--- config.mk ---
export PLATFORM = sky130hd
export DESIGN_NAME = mc_bus_driver_flat
export DESIGN_NICKNAME = d
export VERILOG_FILES = /design/src/rtl/bus_drv_pkg.sv /design/src/rtl/bus_if.sv /design/src/rtl/bus_pkt_fifo.sv /design/src/rtl/mc_bus_driver.sv /design/src/flat_wrapper.sv
export SDC_FILE = /design/constraint.sdc
export NUM_CORES = 1
export LEC_CHECK = 0
export CAP_MARGIN = 15
export CORE_ASPECT_RATIO = 1.25
export CORE_MARGIN = 8
export CORE_UTILIZATION = 30
export CTS_CLUSTER_DIAMETER = 200
export DETAILED_ROUTE_END_ITERATION = 16
export GPL_TIMING_DRIVEN = 0
export PLACE_DENSITY = 0.61
export REMOVE_ABC_BUFFERS = 1
export SLEW_MARGIN = 30
export SYNTH_ARGS = -nofsm -noshare
export SYNTH_HDL_FRONTEND = slang
export SYNTH_SLANG_ARGS = --single-unit
--- constraint.sdc ---
create_clock -name clk -period 3.8 [get_ports clk]
set_input_delay 0.38 -clock clk [delete_from_list [all_inputs] [get_ports clk]]
set_output_delay 0.38 -clock clk [all_outputs]
set_load 0.1 [all_outputs]
--- src/rtl/bus_drv_pkg.sv ---
// Shared types for the column multicaster bus driver: packet payload and tag width.
package bus_drv_pkg;

   localparam int unsigned DATA_WIDTH = 16;
   localparam int unsigned NUM_COL    = 4;
   localparam int unsigned TW         = $clog2(NUM_COL) + 1;
   localparam int unsigned PSUM_W     = 2 * DATA_WIDTH;

   typedef struct packed {
      logic [TW-1:0]         tag;
      logic [DATA_WIDTH-1:0] ifmap;
      logic [DATA_WIDTH-1:0] fltr;
      logic [PSUM_W-1:0]     psum;
   } packet_t;

endpackage

--- src/rtl/bus_if.sv ---
// Column multicaster bus: the driver owns the B2M side, multicasters own the M2B side.
interface BUS_IF #(
   parameter int unsigned DATA_WIDTH = 16,
   parameter int unsigned NUM_COL    = 4
);
   localparam int unsigned TW = $clog2(NUM_COL) + 1;

   logic [DATA_WIDTH-1:0]   ifmap_data_B2M;
   logic [DATA_WIDTH-1:0]   fltr_data_B2M;
   logic [2*DATA_WIDTH-1:0] psum_data_B2M;
   logic                    CASTER_EN;
   logic                    READY;
   logic [TW-1:0]           ID;
   logic [7:0]              kernel_size;
   logic [2*DATA_WIDTH-1:0] psum_data_M2B;
   logic                    VALID;
   logic                    flush;
   logic                    flush_BUSY;

   modport BUS_port (
      output ifmap_data_B2M, fltr_data_B2M, psum_data_B2M,
      output CASTER_EN, READY, ID, kernel_size,
      input  psum_data_M2B, VALID, flush, flush_BUSY
   );

   modport M_port (
      input  ifmap_data_B2M, fltr_data_B2M, psum_data_B2M,
      input  CASTER_EN, READY, ID, kernel_size,
      output psum_data_M2B, VALID, flush, flush_BUSY
   );
endinterface

--- src/rtl/bus_pkt_fifo.sv ---
// Synchronous packet FIFO; clear has priority over push/pop and drops all contents.
module bus_pkt_fifo
   import bus_drv_pkg::*;
#(
   parameter int unsigned DEPTH = 4
) (
   input  logic                       clk,
   input  logic                       rst_n,
   input  logic                       push,
   input  logic                       pop,
   input  logic                       clear,
   input  packet_t                    wdata,
   output packet_t                    head,
   output logic [$clog2(DEPTH):0]     count,
   output logic                       empty,
   output logic                       full
);
   localparam int unsigned AW = $clog2(DEPTH);
   localparam int unsigned CW = AW + 1;

   packet_t         mem [DEPTH];
   logic [AW-1:0]   wr_ptr;
   logic [AW-1:0]   rd_ptr;
   logic [CW-1:0]   cnt;
   logic            do_push;
   logic            do_pop;

   assign empty   = (cnt == '0);
   assign full    = (cnt == CW'(DEPTH));
   assign count   = cnt;
   assign head    = mem[rd_ptr];
   assign do_push = push && !full;
   assign do_pop  = pop && !empty;

   // Pointer and occupancy tracking; a simultaneous push and pop leaves cnt unchanged.
   always_ff @(posedge clk or negedge rst_n) begin
      if (!rst_n) begin
         wr_ptr <= '0;
         rd_ptr <= '0;
         cnt    <= '0;
      end else if (clear) begin
         wr_ptr <= '0;
         rd_ptr <= '0;
         cnt    <= '0;
      end else begin
         if (do_push) wr_ptr <= wr_ptr + AW'(1);
         if (do_pop)  rd_ptr <= rd_ptr + AW'(1);
         case ({do_push, do_pop})
            2'b10:   cnt <= cnt + CW'(1);
            2'b01:   cnt <= cnt - CW'(1);
            default: cnt <= cnt;
         endcase
      end
   end

   // Storage needs no reset: occupancy alone decides what is valid.
   always_ff @(posedge clk) begin
      if (do_push && !clear) mem[wr_ptr] <= wdata;
   end

endmodule

--- src/rtl/mc_bus_driver.sv ---
// Initiator end of the column multicaster bus: queues tagged packets, broadcasts one per
// cycle with a CASTER_EN strobe, returns psums upstream and holds the kernel_size register.
module mc_bus_driver
   import bus_drv_pkg::*;
#(
   parameter int unsigned DATA_WIDTH = 16,
   parameter int unsigned NUM_COL    = 4,
   parameter int unsigned DEPTH      = 4
) (
   input  logic                      clk,
   input  logic                      rst_n,
   input  logic                      in_valid,
   output logic                      in_ready,
   input  logic [$clog2(NUM_COL):0]  in_tag,
   input  logic [DATA_WIDTH-1:0]     in_ifmap,
   input  logic [DATA_WIDTH-1:0]     in_fltr,
   input  logic [2*DATA_WIDTH-1:0]   in_psum,
   input  logic                      cfg_we,
   input  logic [7:0]                cfg_kernel_size,
   output logic                      out_valid,
   input  logic                      out_ready,
   output logic [2*DATA_WIDTH-1:0]   out_psum,
   output logic [15:0]               issue_cnt,
   BUS_IF.BUS_port                   bus
);
   localparam int unsigned IDW = $clog2(NUM_COL) + 1;
   localparam int unsigned PW  = 2 * DATA_WIDTH;
   localparam int unsigned CW  = $clog2(DEPTH) + 1;

   packet_t                pkt_in;
   packet_t                pkt_head;
   logic [CW-1:0]          fifo_count;
   logic                   fifo_empty;
   logic                   fifo_full;
   logic                   push_c;
   logic                   issue_c;
   logic                   ret_ready_c;

   logic                   caster_en_q;
   logic [IDW-1:0]         id_q;
   logic [DATA_WIDTH-1:0]  ifmap_q;
   logic [DATA_WIDTH-1:0]  fltr_q;
   logic [PW-1:0]          psum_q;
   logic [7:0]             kernel_size_q;

   assign pkt_in = '{tag: in_tag, ifmap: in_ifmap, fltr: in_fltr, psum: in_psum};

   // Space is judged on the registered count only, so a same-cycle pop never frees a slot.
   assign in_ready    = (fifo_count != CW'(DEPTH)) && !bus.flush;
   assign push_c      = in_valid && in_ready && !fifo_full;
   assign issue_c     = !fifo_empty && !bus.flush && !bus.flush_BUSY;
   assign ret_ready_c = !out_valid || out_ready;

   bus_pkt_fifo #(.DEPTH(DEPTH)) u_fifo (
      .clk   (clk),
      .rst_n (rst_n),
      .push  (push_c),
      .pop   (issue_c),
      .clear (bus.flush),
      .wdata (pkt_in),
      .head  (pkt_head),
      .count (fifo_count),
      .empty (fifo_empty),
      .full  (fifo_full)
   );

   // Broadcast registers: ID and data hold between strobes.
   always_ff @(posedge clk or negedge rst_n) begin
      if (!rst_n) begin
         caster_en_q <= 1'b0;
         id_q        <= '0;
         ifmap_q     <= '0;
         fltr_q      <= '0;
         psum_q      <= '0;
         issue_cnt   <= '0;
      end else begin
         caster_en_q <= issue_c;
         if (issue_c) begin
            id_q      <= pkt_head.tag;
            ifmap_q   <= pkt_head.ifmap;
            fltr_q    <= pkt_head.fltr;
            psum_q    <= pkt_head.psum;
            issue_cnt <= issue_cnt + 16'(1);
         end
      end
   end

   // Return path: single skid-free holding register.
   always_ff @(posedge clk or negedge rst_n) begin
      if (!rst_n) begin
         out_valid <= 1'b0;
         out_psum  <= '0;
      end else if (bus.VALID && ret_ready_c) begin
         out_valid <= 1'b1;
         out_psum  <= bus.psum_data_M2B;
      end else if (out_ready) begin
         out_valid <= 1'b0;
      end
   end

   always_ff @(posedge clk or negedge rst_n) begin
      if (!rst_n)      kernel_size_q <= '0;
      else if (cfg_we) kernel_size_q <= cfg_kernel_size;
   end

   assign bus.CASTER_EN      = caster_en_q;
   assign bus.ID             = id_q;
   assign bus.ifmap_data_B2M = ifmap_q;
   assign bus.fltr_data_B2M  = fltr_q;
   assign bus.psum_data_B2M  = psum_q;
   assign bus.kernel_size    = kernel_size_q;
   assign bus.READY          = ret_ready_c;

endmodule

--- src/flat_wrapper.sv ---
// flat-port wrapper written by rule: the top's interface ports become plain ports
module mc_bus_driver_flat import bus_drv_pkg::*;
#(
   parameter int unsigned DATA_WIDTH = 16,
   parameter int unsigned NUM_COL    = 4,
   parameter int unsigned DEPTH      = 4
)
  (clk, rst_n, in_valid, in_ready, in_tag, in_ifmap, in_fltr, in_psum, cfg_we, cfg_kernel_size, out_valid, out_ready, out_psum, issue_cnt, bus_ifmap_data_B2M, bus_fltr_data_B2M, bus_psum_data_B2M, bus_CASTER_EN, bus_READY, bus_ID, bus_kernel_size, bus_psum_data_M2B, bus_VALID, bus_flush, bus_flush_BUSY);
  BUS_IF #(.DATA_WIDTH(DATA_WIDTH), .NUM_COL(NUM_COL)) bus_i ();
  input  logic clk;
  input  logic rst_n;
  input  logic in_valid;
  output logic in_ready;
  input  logic [$clog2(NUM_COL):0] in_tag;
  input  logic [DATA_WIDTH-1:0] in_ifmap;
  input  logic [DATA_WIDTH-1:0] in_fltr;
  input  logic [2*DATA_WIDTH-1:0] in_psum;
  input  logic cfg_we;
  input  logic [7:0] cfg_kernel_size;
  output logic out_valid;
  input  logic out_ready;
  output logic [2*DATA_WIDTH-1:0] out_psum;
  output logic [15:0] issue_cnt;
  output wire logic [$bits(bus_i.ifmap_data_B2M)-1:0] bus_ifmap_data_B2M;
  output wire logic [$bits(bus_i.fltr_data_B2M)-1:0] bus_fltr_data_B2M;
  output wire logic [$bits(bus_i.psum_data_B2M)-1:0] bus_psum_data_B2M;
  output wire logic [$bits(bus_i.CASTER_EN)-1:0] bus_CASTER_EN;
  output wire logic [$bits(bus_i.READY)-1:0] bus_READY;
  output wire logic [$bits(bus_i.ID)-1:0] bus_ID;
  output wire logic [$bits(bus_i.kernel_size)-1:0] bus_kernel_size;
  input wire logic [$bits(bus_i.psum_data_M2B)-1:0] bus_psum_data_M2B;
  input wire logic [$bits(bus_i.VALID)-1:0] bus_VALID;
  input wire logic [$bits(bus_i.flush)-1:0] bus_flush;
  input wire logic [$bits(bus_i.flush_BUSY)-1:0] bus_flush_BUSY;
  assign bus_ifmap_data_B2M = bus_i.ifmap_data_B2M;
  assign bus_fltr_data_B2M = bus_i.fltr_data_B2M;
  assign bus_psum_data_B2M = bus_i.psum_data_B2M;
  assign bus_CASTER_EN = bus_i.CASTER_EN;
  assign bus_READY = bus_i.READY;
  assign bus_ID = bus_i.ID;
  assign bus_kernel_size = bus_i.kernel_size;
  assign bus_i.psum_data_M2B = bus_psum_data_M2B;
  assign bus_i.VALID = bus_VALID;
  assign bus_i.flush = bus_flush;
  assign bus_i.flush_BUSY = bus_flush_BUSY;
  mc_bus_driver #(.DATA_WIDTH(DATA_WIDTH), .NUM_COL(NUM_COL), .DEPTH(DEPTH)) u_core (.clk(clk), .rst_n(rst_n), .in_valid(in_valid), .in_ready(in_ready), .in_tag(in_tag), .in_ifmap(in_ifmap), .in_fltr(in_fltr), .in_psum(in_psum), .cfg_we(cfg_we), .cfg_kernel_size(cfg_kernel_size), .out_valid(out_valid), .out_ready(out_ready), .out_psum(out_psum), .issue_cnt(issue_cnt), .bus(bus_i));
endmodule
==> results.txt <==
- Status: complete, no violations
* Minimum setup slack in the final design: slightly above 800 ps
- Timing-limited maximum frequency: around 340 MHz
* Critical Path End Type: primary output
- CP required: between 3000 and 4000 ps
* Most common library cells after synthesis: sky130_fd_sc_hd__edfxtp_1 (268), sky130_fd_sc_hd__nand2_1 (214), sky130_fd_sc_hd__dfrtp_1 (132)
* Highest ir drop seen on vdd: approximately 0.00063 V
* Portion of the clock cycle consumed by the worst path in the final layout: 78.4%
- Number of antenna violations at the first check in global routing: 3
* Final count of hold timing violations: 0
- Power Dens Cells: between 700 and 800 nW/um^2
- Before antenna repair, the detailed router went through 4 iterations.
* Vias in the first global route: ~8700
- Number of H-tree levels: 2
- Reg-to-reg endpoint: u_core.bus.ifmap_data_B2M[11]$_DFFE_PN0N_
* Clock insertion delay at the later pin of the skew report: about 560 ps
- Startpoint-to-endpoint class of the critical path: reg -> out
- Yosys printed 0 warnings.
- Wires add up to 34800 um.
- Measured along the y axis, the die boundary spans 266 um.
- At the placement stage, the worst setup path has a slack of 682 ps.
- After synthesis, the mean cell area works out to about 18 sq um.
- For this run, the leading register cell type out of synthesis is sky130_fd_sc_hd__edfxtp_1.
- Setup repair after global routing left no endpoint under its margin.
- Synth cell types: 36
- Post-route ant nets: 0
* Netlist Area Pre-Place: 15000 sq um
* Slew Limit Headroom: a little under a third
- Number of buffers created by CTS: 43
* CTS tree: yes
- Layout Skew: 18.6 ps
- Worst-case reg-to-reg path depth: 6
- Clock root buffer: sky130_fd_sc_hd__clkbuf_16
- In the synthesized netlist the async set-or-reset flop fraction comes to approximately a third.
- Entering global routing, the biggest net connects 70 pins.
- The congestion estimate from routability-driven global placement came to 0.684.
* DIE WIDTH: 216 um
- Sequential elements use ~76% of the synthesized area.
- Remaining DRCs: 0
* Initial standard-cell utilization of the core: roughly 30%
* Buffers from clock root to sink, at most: 3
* Net count, final: between 1000 and 1500
- After global routing the overflow that remains totals 0.
* Port-buffer cells: between 200 and 250
- Standard-cell row count: 91
- Using the TritonRoute via totals, the vias-per-cell ratio works out to roughly 4.5.
- For this design the top-level I/O count stands at between 200 and 250.
* Overall die area: about 57000 sq um
* Syn Inst Count: 850
- Number of gates given a new drive strength after cts: 0
- Worst setup startpoint: u_core.u_fifo.count[0]$_DFFE_PN0P_
* Number of enable-type register cells in the synthesized netlist: 268
* Most instantiated library cell after synthesis: sky130_fd_sc_hd__edfxtp_1
- Worst setup SP type: register
- Top area cells in the synthesized netlist: sky130_fd_sc_hd__edfxtp_1 (54%), sky130_fd_sc_hd__dfrtp_1 (22%), sky130_fd_sc_hd__mux4_2 (10%), sky130_fd_sc_hd__nand2_1 (5.4%), sky130_fd_sc_hd__mux2_2 (3.0%)
- Once layout is complete, the utilization of the core stands at between 40% and 50%.
- In the final layout, the share of cells above drive strength 1 is between 10% and 20%.
* Initial DRC Count: 350
- Number of pins exceeding their max-slew limit in the final report: 0
* Maximum net fanout on the critical path: 8
* Post-synth top area share: between 50% and 60%
* Measured slew at the worst slew-check pin: approximately 1000 ps
* Number of max-cap violations: 0
* Static Leakage: about 7.2 nW
- In the global route stage, overall resource usage came out at roughly an eighth.
- Setup violations remaining at the end of the flow were counted as 0.
* Layout overhead on the synthesized area: 32.7%
- First-pass GRT wire length: roughly 53000 um
- Vias after detailed routing: 8111
* Placeable Area: 49300 sq um
* Worst Hold Class: in -> async
- R2R setup slack: ~1200 ps
- Cell type with the highest aggregate area in the netlist: sky130_fd_sc_hd__edfxtp_1
* Worst setup path endpoint: in_ready
- DR WL/cell: 19.3 um
- Data arrives at the worst endpoint at around 2600 ps.
* Clk pin slew, worst setup/hold paths: around 60 ps
* Shortest clock period the worst path allows after layout: ~3000 ps
- CTS Sinks: 400
- After synthesis the netlist holds a flip-flop and latch count of 400.
- Placed wire-length estimate after detailed placement: 22200 um
* Worst hold slack: between 200 and 300 ps
* Source of the worst register-to-register timing path: u_core.u_fifo.count[0]$_DFFE_PN0P_
[area by class of cell]
type,count,area [sq um]
clock buffer,60,1250
timing repair buffer,258,2750
multi-input combinational,404,3390
fill,4483,29500
sequential,400,11400
clock inverter,20,255
antenna,4,10.0
inverter,5,23.8
tap,651,815
[flip-flops by register name (all words and copies together) (netlist names)]
name,cells
u_core.bus.ID,3
u_core.bus.CASTER_EN,1
u_core.bus.psum_data_B2M,32
u_core.u_fifo.count,3
u_core.out_psum,32
u_core.bus.ifmap_data_B2M,16
u_core.out_valid,1
u_core.bus.fltr_data_B2M,16
u_core.u_fifo.rd_ptr,2
u_core.u_fifo.mem,268
u_core.bus.kernel_size,8
u_core.u_fifo.wr_ptr,2
u_core.issue_cnt,16
[kinds of logic (layout without fill, tap and decap cells)]
group	count (synthesis)	in the layout	synth area share, %
simple gates	258	258	7.17
other cells	0	4	0
fa+ha+maj	6	6	0.552
buf+inv	46	343	1.63
xor+xnor	19	19	1.11
flops	400	400	75.9
mux	108	108	13.2
compound gates	13	13	0.518
[power by group]
| part | internal (mW) | total [mW] | switching [mW] |
|---|---|---|---|
| Sequential | 5.25 | 5.62 | 0.371 |
| Clock | 2.66 | 4.36 | 1.70 |
| Combinational | 1.34 | 5.53 | 4.19 |
| Total | 9.24 | 15.5 | 6.26 |
[worst min path at each step]
stage,cells past startpoint,endpoint,start
after floorplan,0,u_core.bus.CASTER_EN$_DFF_PN0_,rst_n
after global placement,2,u_core.bus.psum_data_B2M[11]$_DFFE_PN0N_,u_core.bus.psum_data_B2M[11]$_DFFE_PN0N_
after detailed placement,1,u_core.bus.kernel_size[7]$_DFFE_PN0P_,rst_n
after CTS,2,u_core.bus.kernel_size[7]$_DFFE_PN0P_,rst_n
after global routing,2,u_core.bus.kernel_size[7]$_DFFE_PN0P_,rst_n
final,2,u_core.bus.kernel_size[7]$_DFFE_PN0P_,rst_n
[cells in the final DEF (no fill, tap or decap), types with 5 or more instances in the layout]
master and instances:
sky130_fd_sc_hd__nand2_1 213, sky130_fd_sc_hd__a21oi_1 6, sky130_fd_sc_hd__nor3_1 6, sky130_fd_sc_hd__edfxtp_1 268, sky130_fd_sc_hd__ha_1 5, sky130_fd_sc_hd__clkdlybuf4s50_1 236
sky130_fd_sc_hd__clkbuf_1 8, sky130_fd_sc_hd__clkbuf_16 45, sky130_fd_sc_hd__clkinv_2 6, sky130_fd_sc_hd__bufinv_16 5, sky130_fd_sc_hd__nand3_1 5, sky130_fd_sc_hd__xnor2_1 13
sky130_fd_sc_hd__clkbuf_8 7, sky130_fd_sc_hd__buf_12 13, sky130_fd_sc_hd__mux4_2 67, sky130_fd_sc_hd__mux2_2 40, sky130_fd_sc_hd__nor2_1 7, sky130_fd_sc_hd__xor2_1 6
sky130_fd_sc_hd__dfrtp_1 130
[layer usage]
metal	GRT usage, %	vias up	share of wire (%)
met5	0	-	0
met4	3.92	0	2.5
met3	3.45	60	6.0
met2	20.4	208	50
met1	14.5	4167	42
li1	-	3676	-
[critical path, cell delays in order, from the launching register on]
cell and delay [ps]:
sky130_fd_sc_hd__dfrtp_1 530, sky130_fd_sc_hd__nor2_1 160, sky130_fd_sc_hd__a21oi_1 160, sky130_fd_sc_hd__clkdlybuf4s50_1 1190
[metrics by stage]
step	std cells	total power, mW	cell area, sq um	setup TNS (ps)
2_1_floorplan	809	9.74	14700	0
3_3_place_gp	1701	11.3	18000	-1128680
3_5_place_dp	1717	11.3	18300	0
4_1_cts	1798	15.8	19800	0
5_1_grt	1799	16.1	19800	0
6_report	1802	15.5	19900	0
[what timing repair did]
action	CTS	global route
endpoints found under the hold margin	34	0
setup buffers	0	0
hold buffers	1	0
(Power assumes the default switching activity.)
